## src/rtl/pc_seq_pkg.sv

```systemverilog
// Shared encodings for the program-counter sequencer: FSM states, opcodes,
// PC control codes and the opcode-to-PC-control decode.
package pc_seq_pkg;

  typedef enum logic [2:0] {
    ST_IDLE   = 3'd0,
    ST_FETCH  = 3'd1,
    ST_EXEC   = 3'd2,
    ST_UPDATE = 3'd3,
    ST_HALT   = 3'd4
  } state_e;

  localparam logic [2:0] OP_NOP  = 3'b000;
  localparam logic [2:0] OP_JMP  = 3'b001;
  localparam logic [2:0] OP_BZ   = 3'b010;
  localparam logic [2:0] OP_SKZ  = 3'b011;
  localparam logic [2:0] OP_HALT = 3'b111;

  localparam logic [1:0] PC_HOLD = 2'b00;
  localparam logic [1:0] PC_LOAD = 2'b01;
  localparam logic [1:0] PC_INC1 = 2'b10;
  localparam logic [1:0] PC_INCN = 2'b11;

  // Width of the fetch-timeout counter (TIMEOUT range 1..15).
  localparam int TIMER_W = 4;

  // PC control code for an executed instruction; NOP and reserved opcodes step by one.
  function automatic logic [1:0] pc_code(input logic [2:0] op, input logic zero);
    case (op)
      OP_JMP:  pc_code = PC_LOAD;
      OP_BZ:   pc_code = zero ? PC_LOAD : PC_INC1;
      OP_SKZ:  pc_code = zero ? PC_INCN : PC_INC1;
      default: pc_code = PC_INC1;
    endcase
  endfunction

endpackage

```

## src/rtl/pc_sequencer_fetch_timer.sv

```systemverilog
// Counts FETCH cycles spent waiting for imem_ack; expired flags the last
// allowed waiting cycle so the FSM can fault on it unless ack arrives.
module fetch_timer
  import pc_seq_pkg::*;
#(
  parameter int TIMEOUT = 15
) (
  input  logic clk,
  input  logic clr,
  input  logic en,
  input  logic restart,
  output logic expired
);

  logic [TIMER_W-1:0] count_q, count_d;

  // Next count: restart has priority over counting.
  always_comb begin
    count_d = count_q;
    if (restart) begin
      count_d = '0;
    end else if (en) begin
      count_d = count_q + 1'b1;
    end
  end

  // Counter register with synchronous clear.
  always_ff @(posedge clk) begin
    if (clr) begin
      count_q <= '0;
    end else begin
      count_q <= count_d;
    end
  end

  // The current waiting cycle is the TIMEOUT-th one.
  assign expired = (count_q == TIMER_W'(TIMEOUT - 1));

endmodule

```

## src/rtl/pc_sequencer.sv

```systemverilog
// Fetch/execute sequencer: fetches imem[pc], offers the word to the execute
// unit, then issues one PC control code per instruction.
module pc_sequencer
  import pc_seq_pkg::*;
#(
  parameter int N       = 4,
  parameter int W       = 8,
  parameter int TIMEOUT = 15
) (
  input  logic         clk,
  input  logic         clr,
  input  logic [N-1:0] pc_val,
  output logic [1:0]   pc_cntrl,
  output logic [N-1:0] pc_load,
  output logic         imem_req,
  output logic [N-1:0] imem_addr,
  input  logic         imem_ack,
  input  logic [W-1:0] imem_data,
  output logic         exec_valid,
  output logic [W-1:0] exec_instr,
  input  logic         exec_ready,
  input  logic         zero,
  output logic         halted,
  output logic         fault
);

  state_e       state_q, state_d;
  logic [W-1:0] instr_q, instr_d;
  logic         fault_q, fault_d;
  logic [1:0]   pc_cntrl_q, pc_cntrl_d;
  logic [N-1:0] pc_load_q, pc_load_d;
  logic         t_en, t_restart, t_expired;
  logic [2:0]   op;
  logic [N-1:0] target;
  logic [1:0]   code;

  assign op     = instr_q[W-1 -: 3];
  assign target = instr_q[N-1:0];

  fetch_timer #(.TIMEOUT(TIMEOUT)) u_timer (
    .clk     (clk),
    .clr     (clr),
    .en      (t_en),
    .restart (t_restart),
    .expired (t_expired)
  );

  // Next-state logic. The PC code is computed on the EXEC acceptance edge
  // and registered, so it is presented for exactly the UPDATE cycle with no
  // combinational path from zero to pc_cntrl.
  always_comb begin
    state_d    = state_q;
    instr_d    = instr_q;
    fault_d    = fault_q;
    pc_cntrl_d = PC_HOLD;
    pc_load_d  = '0;
    t_en       = 1'b0;
    t_restart  = 1'b1;
    code       = pc_code(op, zero);
    case (state_q)
      ST_IDLE: state_d = ST_FETCH;
      ST_FETCH: begin
        t_restart = 1'b0;
        if (imem_ack) begin
          instr_d   = imem_data;
          t_restart = 1'b1;
          state_d   = ST_EXEC;
        end else if (t_expired) begin
          fault_d = 1'b1;
          state_d = ST_HALT;
        end else begin
          t_en = 1'b1;
        end
      end
      ST_EXEC: begin
        if (op == OP_HALT) begin
          state_d = ST_HALT;
        end else if (exec_ready) begin
          pc_cntrl_d = code;
          pc_load_d  = (code == PC_LOAD) ? target : '0;
          state_d    = ST_UPDATE;
        end
      end
      ST_UPDATE: state_d = ST_FETCH;
      ST_HALT:   state_d = ST_HALT;
      default:   state_d = ST_IDLE;
    endcase
  end

  // State and datapath registers with synchronous reset.
  always_ff @(posedge clk) begin
    if (clr) begin
      state_q    <= ST_IDLE;
      instr_q    <= '0;
      fault_q    <= 1'b0;
      pc_cntrl_q <= PC_HOLD;
      pc_load_q  <= '0;
    end else begin
      state_q    <= state_d;
      instr_q    <= instr_d;
      fault_q    <= fault_d;
      pc_cntrl_q <= pc_cntrl_d;
      pc_load_q  <= pc_load_d;
    end
  end

  // Outputs decoded from registered state; a latched HALT opcode is never offered.
  assign imem_req   = (state_q == ST_FETCH);
  assign imem_addr  = imem_req ? pc_val : '0;
  assign exec_valid = (state_q == ST_EXEC) && (op != OP_HALT);
  assign exec_instr = exec_valid ? instr_q : '0;
  assign halted     = (state_q == ST_HALT);
  assign fault      = fault_q;
  assign pc_cntrl   = pc_cntrl_q;
  assign pc_load    = pc_load_q;

endmodule

```

## config.mk

```make
export PLATFORM = sky130hd
export DESIGN_NAME = pc_sequencer
export DESIGN_NICKNAME = d
export VERILOG_FILES = /design/src/rtl/pc_seq_pkg.sv /design/src/rtl/pc_sequencer_fetch_timer.sv /design/src/rtl/pc_sequencer.sv
export SDC_FILE = /design/constraint.sdc
export NUM_CORES = 1
export LEC_CHECK = 0
export CAP_MARGIN = 20
export CORE_MARGIN = 3
export CORE_UTILIZATION = 40
export CTS_BUF_LIST = sky130_fd_sc_hd__clkbuf_4
export DETAILED_ROUTE_END_ITERATION = 12
export HOLD_SLACK_MARGIN = 0.05
export PLACE_DENSITY = 0.75
export SYNTH_ARGS = -nofsm -noshare
export SYNTH_HDL_FRONTEND = slang
export SYNTH_SLANG_ARGS = --single-unit
```

## constraint.sdc

```tcl
create_clock -name clk -period 3.2 [get_ports clk]
set_input_delay 0.48 -clock clk [delete_from_list [all_inputs] [get_ports clk]]
set_output_delay 0.48 -clock clk [all_outputs]
set_load 0.02 [all_outputs]
```

==> results.md <==
- Highest Clock Rate: approximately 330 MHz
- Clock Tree Buf Depth: 2
- Fraction of layout cells with a size suffix above 1: 5.33%
- YS warnings: 0
- Final setup violation count: 0
- H-tree levels: 1
- First-pass GRT wire length: between 3 and 4 mm
- Initial core utilization: between 40% and 50%
- FF+latch count, synth: 22
- Synth top area cells: dfxtp_1 (45%), and2_1 (10%), nand2_1 (6.8%), a21oi_1 (5.1%), a2111oi_4 (2.8%)
- Ant diodes: 0
- Clk_skew: just under 0.003 ns
- Max-Cap Viols: 0
- Total wire length: around 2.3 mm
- Asr flop ratio synth: 0%
- Post-Syn Area: ~990 um^2
- Die Width: ~56 um
- GR Util All Layers: between 10% and 20%
- Syn Inst Count: between 100 and 150
- Antenna-violating nets left: 0
- Area after DPL: ~1400 um^2
- Clock group share of total power: about a quarter
- CTS tree: built
- WP data required: ~2.7 ns
- Sequential share of power: between 50% and 60%
- Core area: 2280 um^2
- Slew @ Worst Pin: ~0.6 ns
- Top FF cell, synth: dfxtp_1
- Comb pwr share: 17.2%
- Int Pwr: 0.000376 W
- GPL Wtd Cong: roughly 0.76
- Hpwl dp: roughly 1.8 mm
- Area of the die: 3100 um^2
- Final setup TNS: 0 ns
- Detailed-route wire length per cell: around 13 um
- Cts repair resizes: 0
- Post-synth net total: 130
- Worst path buffer plus inverter count: 1
- Vert. Die Dim: about 56 um
- Cell taking the most area after synthesis: dfxtp_1
- Fin. Hold Viols: 0
- Initial DRC count: 17
- Yosys top cell area share: between 40% and 50%
- LEAKAGE: roughly 0.52 nW
- Clock Latency Late Sink: around 0.3 ns
- Status: complete, no violations
- Vias per inst: 4.98
- Unrepaired setup endpoints after global routing: false
- Clk slew on worst S/H paths: ~0.11 ns
- Number of synthesized flops with an enable pin: 0
- Footprint of the multi-input gates: ~520 um^2
- Worst IR Drop VDD: just under 0.3 mV
- Hold-critical path depth: 2
- Psw: 0.000128 W
- IO buf count: 38
- Fillers: 202
- Cell depth of the worst setup path: 4
- Largest net degree at the start of global routing: 15
- CP max stage delay: around 0.6 ns
- Seq. cell area: roughly 440 um^2
- Hold-fix buffer count after cts: 0
- Post-synth cell types: 29
- Worst EP arrival: 2.52 ns
- Cell family with most CP delay: simple AND/OR/NAND/NOR gates
- Num CTS Buffers: 3
- Worst r2r path cells: 3
- WHS: between 0.4 and 0.5 ns
- Crit-path cells: or3b_4 -> nor2_1 -> and2_1 -> clkdlybuf4s50_1
- Slew Limit Headroom: between 50% and 60%
- Tcrit/Tclk final: between 90% and 100%
- CP Capture Type: primary output
- Number of global-route vias before repair: roughly 790
- Avg Inst Size Synth: 8.89 um^2
- CP max FO: 12
- Ports: 39
- Startpoint types: register
- Final min period: 3.00 ns
- Rows: 17
- Vias: just under 900
- Root buf cell: clkbuf_4
- CTS Sinks: 22
- Final Util: between 60 and 70%
- Setup Buffers After CTS: 0
- Power per cell area: between 300 and 400 nW/um^2
- Switching Fraction: about a quarter
- Remaining global-route overflow: 0
- Critical path class: reg -> out
- Crit-path slowest cell: clkdlybuf4s50_1
- Area Overhead vs Synth: 43.9%
- Nets: between 150 and 200
- Seq/Total Area, Yosys: between 40% and 50%
- HP Class: reg -> reg
- Initial antenna violation count: 0
- Finished Cell Area: roughly 1400 um^2
- Drt drc: 0
- Pre-Repair DR Iteration Count: 5
- Pins over their slew limit: 0
## flip-flops by register name, indices dropped and copies added, names as in the netlist
name and cells:
fault 1, instr_q 8, pc_cntrl 2, pc_load 4
state_q 3, u_timer.count_q 4
## power by group through the flow
stage | clock [W] | combinational, W | sequential (W)
3_3_place_gp | 0 | 0.0000852 | 0.000298
2_1_floorplan | 0 | 0.0000458 | 0.000296
5_1_grt | 0.000140 | 0.0000939 | 0.000294
4_1_cts | 0.000128 | 0.0000876 | 0.000292
6_report | 0.000124 | 0.0000869 | 0.000293
3_5_place_dp | 0 | 0.0000872 | 0.000299
## cell type report
class                   count  area share, %
clock inverters             1          0.264
repair buffers             39           27.3
multi-input cells          83           36.8
well taps                  28           2.47
inverters                   2          0.529
flip-flops and latches     22           31.0
clock buffers               3           1.59
## tightest hold or removal path: stages (launching register included)
cell and delay [ns]:
dfxtp_1 0.32, nand2_1 0.05, a21oi_1 0.05
## layer usage
metal  up-vias  part of all wire [%]  GRT usage (%)
met5         -                     0              0
met4         0                  0.93           4.51
met3         2                   5.6           5.34
met2        30                    47           23.6
met1       393                    47           19.3
li1        462                     -              -
## cells in the final DEF (no fill, tap or decap)
cell | synthesis | final
clkdlybuf4s50_1 | 0 | 38
dfxtp_1 | 22 | 22
nand2_1 | 18 | 18
and2_1 | 16 | 16
a21oi_1 | 10 | 10
nor2_1 | 6 | 6
nor2b_1 | 3 | 3
and3_1 | 3 | 3
nand2b_1 | 3 | 3
a211oi_1 | 3 | 3
clkbuf_4 | 0 | 3
inv_1 | 2 | 2
nor3b_1 | 2 | 2
a221oi_1 | 2 | 2
nand3_1 | 2 | 2
ha_1 | 2 | 2
or3b_4 | 1 | 1
nor4bb_1 | 1 | 1
nand4bb_1 | 1 | 1
nand3b_1 | 1 | 1
a2111oi_4 | 1 | 1
nor4b_2 | 1 | 1
nor4_1 | 1 | 1
a31oi_1 | 1 | 1
nor3_1 | 1 | 1
xnor2_1 | 1 | 1
o21ba_2 | 1 | 1
a2111oi_0 | 1 | 1
a211o_1 | 1 | 1
clkinv_1 | 0 | 1
buf_4 | 0 | 1
## kinds of logic (layout without fill, tap and decap cells)
family          Yosys count  after routing  synth area share [%]
compound gates           20             20                  15.3
xor+xnor                  1              1                 0.887
fa+ha+maj                 2              2                  2.53
buf+inv                   6             45                  2.41
flops                    22             22                  44.6
simple gates             60             60                  34.2
## cells in the mapped netlist, types with 2 or more instances
cell and instances:
a211oi_1 3, a21oi_1 10, a221oi_1 2, and2_1 16, and3_1 3, clkbuf_1 3
dfxtp_1 22, ha_1 2, inv_1 2, nand2_1 18, nand2b_1 3, nand3_1 2
nor2_1 6, nor2b_1 3, nor3b_1 2
## metrics by stage
step                      setup WS, ns  power [W]  cells
final                            0.196   0.000504    178
after global routing            0.0101   0.000529    178
after CTS                        0.181   0.000508    178
after detailed placement         0.528   0.000386    174
after global placement           0.615   0.000383    174
after floorplan                   1.26   0.000342    111
## path summary, 6_finish.rpt
kind | from | slack [ns] | to
setup / recovery | state_q[1]$_SDFFE_PP0P_ | 0.20 | exec_instr[2]
hold / removal | instr_q[4]$_SDFFE_PP0P_ | 0.46 | instr_q[4]$_SDFFE_PP0P_
setup reg to reg | state_q[1]$_SDFFE_PP0P_ | 1.49 | state_q[0]$_SDFFE_PP0P_
hold reg to reg | instr_q[4]$_SDFFE_PP0P_ | 0.46 | instr_q[4]$_SDFFE_PP0P_
Power figures use the tool's default switching activity.
